--- src/rtl/counter_access_arbiter.sv ---
`default_nettype none
// ============================================================================
// Module   : counter_access_arbiter
// Brief    : Round-robin arbiter serialising inc/dec/load/clear commands from
//            two four-phase req/ack requesters onto one shared counter.
// Revision : 1.0 - initial release
// ============================================================================
module counter_access_arbiter #(
    parameter int WIDTH = 16,
    parameter bit WRAP  = 1'b1
) (
    input  logic             clock,
    input  logic             reset_,
    input  logic             req_0,
    input  logic [1:0]       op_0,
    input  logic [WIDTH-1:0] data_0,
    output logic             ack_0,
    input  logic             req_1,
    input  logic [1:0]       op_1,
    input  logic [WIDTH-1:0] data_1,
    output logic             ack_1,
    output logic [WIDTH-1:0] counter,
    output logic             busy,
    output logic             carry
);

    typedef enum logic [1:0] {
        S_IDLE = 2'd0,
        S_EXEC = 2'd1,
        S_ACK  = 2'd2
    } state_t;

    localparam logic [1:0]       c_op_inc   = 2'b00;
    localparam logic [1:0]       c_op_dec   = 2'b01;
    localparam logic [1:0]       c_op_load  = 2'b10;
    localparam logic [WIDTH-1:0] c_cnt_max  = '1;

    state_t             state_q, state_d;
    logic               ptr_q, ptr_d;
    logic               gnt_q, gnt_d;
    logic [1:0]         op_q, op_d;
    logic [WIDTH-1:0]   data_q, data_d;
    logic [WIDTH-1:0]   counter_q, counter_d;
    logic [1:0]         ack_q, ack_d;
    logic               carry_q, carry_d;

    logic               w_new_gnt;
    logic               w_gnt_req;
    logic [WIDTH-1:0]   w_result;
    logic               w_ovf;

    // Contention resolves by the pointer; otherwise the lone active requester wins.
    assign w_new_gnt = (req_0 & req_1) ? ptr_q : req_1;
    assign w_gnt_req = gnt_q ? req_1 : req_0;

    always_comb begin
        w_result = counter_q;
        w_ovf    = 1'b0;
        case (op_q)
            c_op_inc: begin
                if (counter_q == c_cnt_max) begin
                    w_ovf    = 1'b1;
                    w_result = WRAP ? '0 : counter_q;
                end else begin
                    w_result = counter_q + WIDTH'(1);
                end
            end
            c_op_dec: begin
                if (counter_q == '0) begin
                    w_ovf    = 1'b1;
                    w_result = WRAP ? c_cnt_max : counter_q;
                end else begin
                    w_result = counter_q - WIDTH'(1);
                end
            end
            c_op_load: w_result = data_q;
            default:   w_result = '0;
        endcase
    end

    always_comb begin
        state_d   = state_q;
        ptr_d     = ptr_q;
        gnt_d     = gnt_q;
        op_d      = op_q;
        data_d    = data_q;
        counter_d = counter_q;
        ack_d     = ack_q;
        carry_d   = 1'b0;
        case (state_q)
            S_IDLE: begin
                if (req_0 | req_1) begin
                    gnt_d   = w_new_gnt;
                    op_d    = w_new_gnt ? op_1 : op_0;
                    data_d  = w_new_gnt ? data_1 : data_0;
                    state_d = S_EXEC;
                end
            end
            S_EXEC: begin
                counter_d = w_result;
                carry_d   = w_ovf;
                ack_d     = gnt_q ? 2'b10 : 2'b01;
                state_d   = S_ACK;
            end
            S_ACK: begin
                // Pointer flips only on completion, so a lone requester is never blocked.
                if (!w_gnt_req) begin
                    ack_d   = 2'b00;
                    ptr_d   = ~gnt_q;
                    state_d = S_IDLE;
                end
            end
            default: begin
                ack_d   = 2'b00;
                state_d = S_IDLE;
            end
        endcase
    end

    always_ff @(posedge clock or negedge reset_) begin
        if (!reset_) begin
            state_q   <= S_IDLE;
            ptr_q     <= 1'b0;
            gnt_q     <= 1'b0;
            op_q      <= 2'b00;
            data_q    <= '0;
            counter_q <= '0;
            ack_q     <= 2'b00;
            carry_q   <= 1'b0;
        end else begin
            state_q   <= state_d;
            ptr_q     <= ptr_d;
            gnt_q     <= gnt_d;
            op_q      <= op_d;
            data_q    <= data_d;
            counter_q <= counter_d;
            ack_q     <= ack_d;
            carry_q   <= carry_d;
        end
    end

    assign ack_0   = ack_q[0];
    assign ack_1   = ack_q[1];
    assign counter = counter_q;
    assign busy    = (state_q != S_IDLE);
    assign carry   = carry_q;

endmodule
`default_nettype wire
--- config.mk ---
export PLATFORM = sky130hd
export DESIGN_NAME = counter_access_arbiter
export DESIGN_NICKNAME = d
export VERILOG_FILES = /design/src/rtl/counter_access_arbiter.sv
export SDC_FILE = /design/constraint.sdc
export NUM_CORES = 1
export LEC_CHECK = 0
export BUFFER_PORTS_ARGS = -buffer_cell sky130_fd_sc_hd__clkbuf_2
export CORE_ASPECT_RATIO = 0.8
export CORE_MARGIN = 1.5
export CORE_UTILIZATION = 30
export CTS_BUF_LIST = sky130_fd_sc_hd__clkbuf_4 sky130_fd_sc_hd__clkbuf_8
export CTS_CLUSTER_SIZE = 12
export DETAILED_ROUTE_END_ITERATION = 8
export SLEW_MARGIN = 0
export SYNTH_ARGS = -nofsm -noshare
export SYNTH_HDL_FRONTEND = slang
export SYNTH_SLANG_ARGS = --single-unit
--- constraint.sdc ---
create_clock -name clock -period 5.4 [get_ports clock]
set_input_delay 0.27 -clock clock [delete_from_list [all_inputs] [get_ports clock]]
set_output_delay 0.27 -clock clock [all_outputs]
set_load 0.005 [all_outputs]
==> impl_metrics.py, run 1 <==
metrics = {
    "worst_setup_path": {
        "cp_top_family": "simple AND/OR/NAND/NOR gates",
        "cpPeakStageDelay_ps": 550,
        "cp.depth": 6,
        "critical_path_peak_fanout": 10,
        "crit_slowest_cell": "or3_1",
        "setup.worst_path.end_class": "flop",
        "reg2regPathDepth": 6,
        "cp.arrival_ps": 2570,
        "r2r_end": "counter[12]",
        "crit-reg2reg-launch": "counter[0]",
        "crit_required_ps": 5580,
        "crit_buf_inv": 0,
        "cp_cell_sequence": "ha_1, nand3_4, or3_1, o32ai_1, mux2i_1, o211ai_1",
        "path_class": "reg -> reg",
        "startpoint_type": "flop",
        "reg2reg_slack_ps": 3010,
    },
    "drt": {
        "postRouteAntennaNets": 0,
        "wl_mm": 8.581,
        "wl_per_cell_um": 17.23,
        "num_vias": 2747,
        "viasPerCell": 5.516,
        "drc": 0,
        "dr.pass1.iters": 5,
        "first_iter_violations": 196,
    },
    "cts": {
        "clock-sinks": 41,
        "cts_buffers": 5,
        "ctsHtreeMaxLevel": 2,
        "cts_root_buffer": "clkbuf_8",
        "clockBufferDepth": 2,
        "cts_hold_buffers": 0,
        "tritoncts": "yes",
        "postCtsSetupBuffers": 0,
        "cts.clk_slew.worst_paths_ps": 90,
        "insertion_delay_ps": 300,
        "cts.repair.resized": 0,
    },
    "finish": {
        "seq_area_um2": 1026,
        "nNetsFinal": 425,
        "fin_cells": 498,
        "layout_commonest_cell": "clkbuf_2",
        "fill_cells": 943,
        "syn_to_final_growth_pct": 15.46,
        "antenna_cells": 0,
        "multiInputGateArea_um2": 1633,
        "final_cell_mix": "59 x clkbuf_2, 41 x dfrtp_1, 37 x nor2_1",
        "drive_gt1_share_pct": 21.93,
    },
    "global_route": {
        "grt_pass1_vias": 2512,
        "grt_usage_pct": 17.30,
        "overflow": 0,
        "antenna_found_initial": 0,
        "grt_pass1_wl_mm": 13.89,
        "grt_max_degree": 42,
    },
    "timing": {
        "worst_slack_ps": 3011,
        "fin_skew_ps": 5.167,
        "finalSetupTns_ps": 0,
        "period_minus_slack_ps": 2389,
        "slew-limit-headroom_pct": 41.61,
        "rsz0062_at_grt": "no",
        "setup_viol": 0,
        "worstMarginPinSlew_ps": 869.2,
        "fmax_mhz": 418.6,
        "hold_violations": 0,
        "slew_violations": 0,
        "layout_worst_path_cycle_share_pct": 44.24,
    },
    "yosys": {
        "ys_warn_count": 0,
        "seq_area_frac_synth_pct": 36.22,
        "synth_enable_flop_cells": 0,
        "synth_seq_cells": 41,
        "avgSynthCellArea_um2": 8.307,
        "async_flop_share_pct": 100.0,
        "synth_nets": 384,
        "synthCells": 341,
        "synth_cell_types": 56,
        "synth-main-ff-cell": "dfrtp_1",
        "syn-cell-area_um2": 2833,
    },
    "floorplan": {
        "core_area_um2": 9115,
        "start_util_pct": 31.08,
        "dieArea_um2": 10040,
        "die_w_um": 111.6,
        "fp.dieH_um": 89.92,
        "rows": 31,
        "ioPinCount": 60,
    },
    "placed_design": {
        "pre_cts_ws_ps": 3064,
        "place.detailed.hpwl_mm": 6.362,
        "gp_congestion": 0.9630,
        "port_buffers": 59,
        "placed_cells_incl_taps": 490,
    },
    "power": {
        "peakVddDrop_uv": 254.4,
        "p_leak_uw": 0.001395,
        "power.density_nw_per_um2": 530.4,
        "power_uw": 1735,
    },
    "job": {
        "maxCapViolCount": 0,
    },
    "status": {
        "status": "finished, final reports clean",
    },
    "worst_hold_path": {
        "hp-class": "in -> async",
    },
}
==> Yosys cell counts, types with 2 or more instances <==
master,n,share of area (%)
and3_1,3,0.66
clkbuf_1,16,2.1
nand4_1,8,1.8
nor4_1,7,1.5
nor2b_1,5,1.1
ha_1,3,1.3
o211ai_1,4,1.1
a21oi_1,30,5.3
o31ai_1,3,0.79
or2_2,2,0.44
o221ai_1,3,0.93
nor3b_1,2,0.53
buf_2,9,1.6
nand3_1,10,1.8
buf_1,2,0.27
a31oi_1,3,0.66
a221o_1,2,0.71
a21o_1,3,0.79
and2_1,5,1.1
o31a_1,3,0.93
xnor2_1,5,1.5
nand2b_1,4,0.88
or3_1,7,1.5
dfrtp_1,41,36
nand3b_1,2,0.53
a22oi_1,5,1.3
nor3_1,9,1.6
nor4b_1,2,0.62
nand2_1,27,3.6
mux2i_1,25,8.8
o21ai_0,18,3.2
inv_1,9,1.2
nor2_1,38,5.0
buf_4,3,0.79
or4_1,2,0.53
==> layout make-up <==
| type | count | share of cell area [%] |
|---|---|---|
| Clock buffer | 5 | 2.104 |
| Clock inverter | 3 | 0.7651 |
| Inverter | 9 | 1.033 |
| Multi-Input combinational cell | 260 | 49.92 |
| Sequential cell | 41 | 31.37 |
| Tap cell | 115 | 4.399 |
| Timing Repair Buffer | 65 | 10.41 |
==> metal layers <==
layer / part of all wire (%) / wire, µm / vias to the layer above / global-route usage, %
li1: - / - / 1321 / -
met1: 49 / 4230 / 1297 / 26.83
met2: 42 / 3638 / 119 / 24.49
met3: 6.8 / 585 / 10 / 3.034
met4: 1.5 / 127 / 0 / 4.430
met5: 0 / 0 / - / 0
==> cell families after synthesis <==
logic type / Yosys count / share of synthesized area (%)
and+or+nand+nor: 138 / 25.31
AOI/OAI and AO/OA: 88 / 20.10
DFF: 41 / 36.22
buffers and inverters: 40 / 6.360
muxes: 25 / 8.834
xor gates and xnor gates: 6 / 1.855
adders and majority gates: 3 / 1.325
==> state kept, by name, indices dropped and copies added, names as in the netlist <==
register  count
ptr_q         1
carry         1
op_q          2
ack_q         2
counter      16
data_q       16
state_q       2
gnt_q         1
==> report_power, final <==
part	switching [µW]	total [µW]	internal, µW
registers	265	710	445
logic	456	807	352
clock network	124	217	93.5
total	845	1730	890
==> worst max path at each step <==
stage                          start          end  slack [ps]
after CTS                 counter[0]   counter[3]        3050
after detailed placement  counter[0]  counter[12]        3060
after global routing      counter[0]  counter[12]        2880
final                     counter[0]  counter[12]        3010
after floorplan           counter[1]  counter[12]        3320
after global placement       op_q[0]  counter[15]        3070
==> worst register-to-register path: stages, from the launching register on <==
cell and delay, ps:
dfrtp_1 540, ha_1 300, nand3_4 120, or3_1 550
o32ai_1 430, mux2i_1 240, o211ai_1 100
==> through the flow <==
step | hold WS (ps) | instance area [µm²] | utilization (%)
after floorplan | -25.59 | 2833 | -
after global placement | 373.8 | 3177 | 34.85
after detailed placement | 383.3 | 3177 | 34.85
after CTS | 55.22 | 3271 | 35.88
after global routing | 82.47 | 3271 | 35.88
final | 30.94 | 3271 | 35.88
(Power assumes the default switching activity.)
==> run 2: changes to the inputs <==
clock period = 1.95 ns   (was 5.4 ns; I/O delays follow)
==> impl_metrics.py, run 2 (synthesized netlist as in run 1, its figures left out) <==
metrics = {
    "drt": {
        "postRouteAntennaNets": 0,
        "dr.pass1.iters": 5,
        "wl_per_cell_um": 17.46,
        "wl_mm": 9.917,
        "viasPerCell": 5.451,
        "num_vias": 3096,
        "drc": 0,
        "first_iter_violations": 365,
    },
    "finish": {
        "drive_gt1_share_pct": 40.84,
        "fin_cells": 568,
        "syn_to_final_growth_pct": 41.96,
        "fin_area_um2": 4021,
        "final_core_util_pct": 44.12,
        "layout_commonest_cell": "buf_4",
        "final_cell_mix": "71 x buf_4, 59 x clkbuf_2, 37 x nor2_1",
        "antenna_cells": 0,
        "nNetsFinal": 495,
    },
    "cts": {
        "tritoncts": "yes",
        "clockBufferDepth": 2,
        "cts_root_buffer": "clkbuf_8",
        "cts_buffers": 5,
        "insertion_delay_ps": 300,
        "cts.clk_slew.worst_paths_ps": 90,
        "clock-sinks": 41,
        "ctsHtreeMaxLevel": 2,
    },
    "status": {
        "status": "finished, final reports clean",
    },
    "timing": {
        "layout_worst_path_cycle_share_pct": 98.81,
        "fmax_mhz": 519.0,
        "hold_violations": 0,
        "slew_violations": 0,
        "worstMarginPinSlew_ps": 568.3,
        "slew-limit-headroom_pct": 62.11,
        "fin_skew_ps": 8.947,
        "worst_slack_ps": 23.29,
        "period_minus_slack_ps": 1927,
        "finalSetupTns_ps": 0,
        "setup_viol": 0,
        "rsz0062_at_grt": "yes",
    },
    "worst_setup_path": {
        "cpPeakStageDelay_ps": 460,
        "critical_path_peak_fanout": 5,
        "crit_required_ps": 2190,
        "crit_start": "counter[0]",
        "crit_top_cell": "buf_4",
        "crit_slowest_cell": "dfrtp_2",
        "cp.arrival_ps": 2170,
        "cp_cell_sequence": "inv_2, ha_4, nor4b_4, nand4_1, buf_4, buf_4, a21oi_2, a21o_1, a221o_1",
        "path_class": "reg -> reg",
        "reg2reg_slack_ps": 20,
        "startpoint_type": "flop",
        "crit-reg2reg-launch": "counter[0]",
        "setup.worst_path.end_class": "flop",
    },
    "placed_design": {
        "port_buffers": 59,
        "place_area_um2": 3649,
        "place.detailed.hpwl_mm": 7.307,
        "gp_congestion": 0.9187,
        "pre_cts_ws_ps": -161.7,
        "placed_cells_incl_taps": 550,
    },
    "global_route": {
        "grt_pass1_vias": 2939,
        "grt_pass1_wl_mm": 15.41,
        "overflow": 0,
        "grt_max_degree": 42,
        "grt_usage_pct": 19.25,
        "antenna_found_initial": 0,
    },
    "floorplan": {
        "fp.dieH_um": 89.92,
        "ioPinCount": 60,
        "die_w_um": 111.6,
        "core_area_um2": 9115,
        "rows": 31,
        "start_util_pct": 31.08,
        "dieArea_um2": 10040,
    },
    "job": {
        "maxCapViolCount": 0,
    },
    "power": {
        "p_leak_uw": 0.001778,
        "peakVddDrop_uv": 679.5,
        "power.density_nw_per_um2": 1551,
    },
    "worst_hold_path": {
        "worstHoldStart": "data_0[5]",
        "hp-class": "in -> reg",
    },
}
run 2: cell type report:
cell class | count | area, µm²
inverter | 9 | 33.78
tap | 115 | 143.9
sequential | 41 | 1039
clock buffer | 5 | 68.82
timing repair buffer | 135 | 885.9
clock inverter | 3 | 68.82
fill | 901 | 5094
multi-input combinational | 260 | 1782
run 2: through the flow:
stage	power, µW	hold slack [ps]
floorplan	3472	-198.1
finish	6239	93.45
detailed placement	4894	209.8
global placement	4863	212.4
CTS	5811	85.56
global route	6659	95.85
run 2: repair_timing:
| action | CTS | global route |
|---|---|---|
| pin swaps | 2 | 8 |
| buffers inserted | 0 | 8 |
| cloned | 0 | 1 |
| resized for setup | 7 | 33 |
| endpoints found under the hold margin | 41 | 0 |
| hold buffers | 1 | 0 |
| endpoints found under the setup margin | 11 | 15 |
run 2: worst max-delay path: cells and delay by family (launching register included):
family	cells	cell delay, ps
adder cells (fa/ha/maj)	1	160
flip-flops	1	460
AO/OA/AOI/OAI	3	450
AND/OR/NAND/NOR	2	390
buffers and inverters	3	420
run 2: final timing paths:
check | end | depth (start not counted)
max | counter[3] | 9
max reg2reg | counter[3] | 9
min in group asynchronous | counter[9] | 3
max in group asynchronous | counter[2] | 3
min reg2reg | counter[15] | 2
min | data_q[5] | 3
run 2: power breakdown:
group          internal, µW  switching [µW]
Combinational          1730            1870
Sequential             1260             522
Clock                   516             340
run 2: metal layers:
metal / vias to the layer above / GRT usage, % / wire length (µm)
met3: 16 / 2.630 / 844
met2: 152 / 28.25 / 4442
li1: 1463 / - / -
met5: - / 0 / 0
met4: 0 / 5.063 / 145
met1: 1465 / 29.45 / 4484
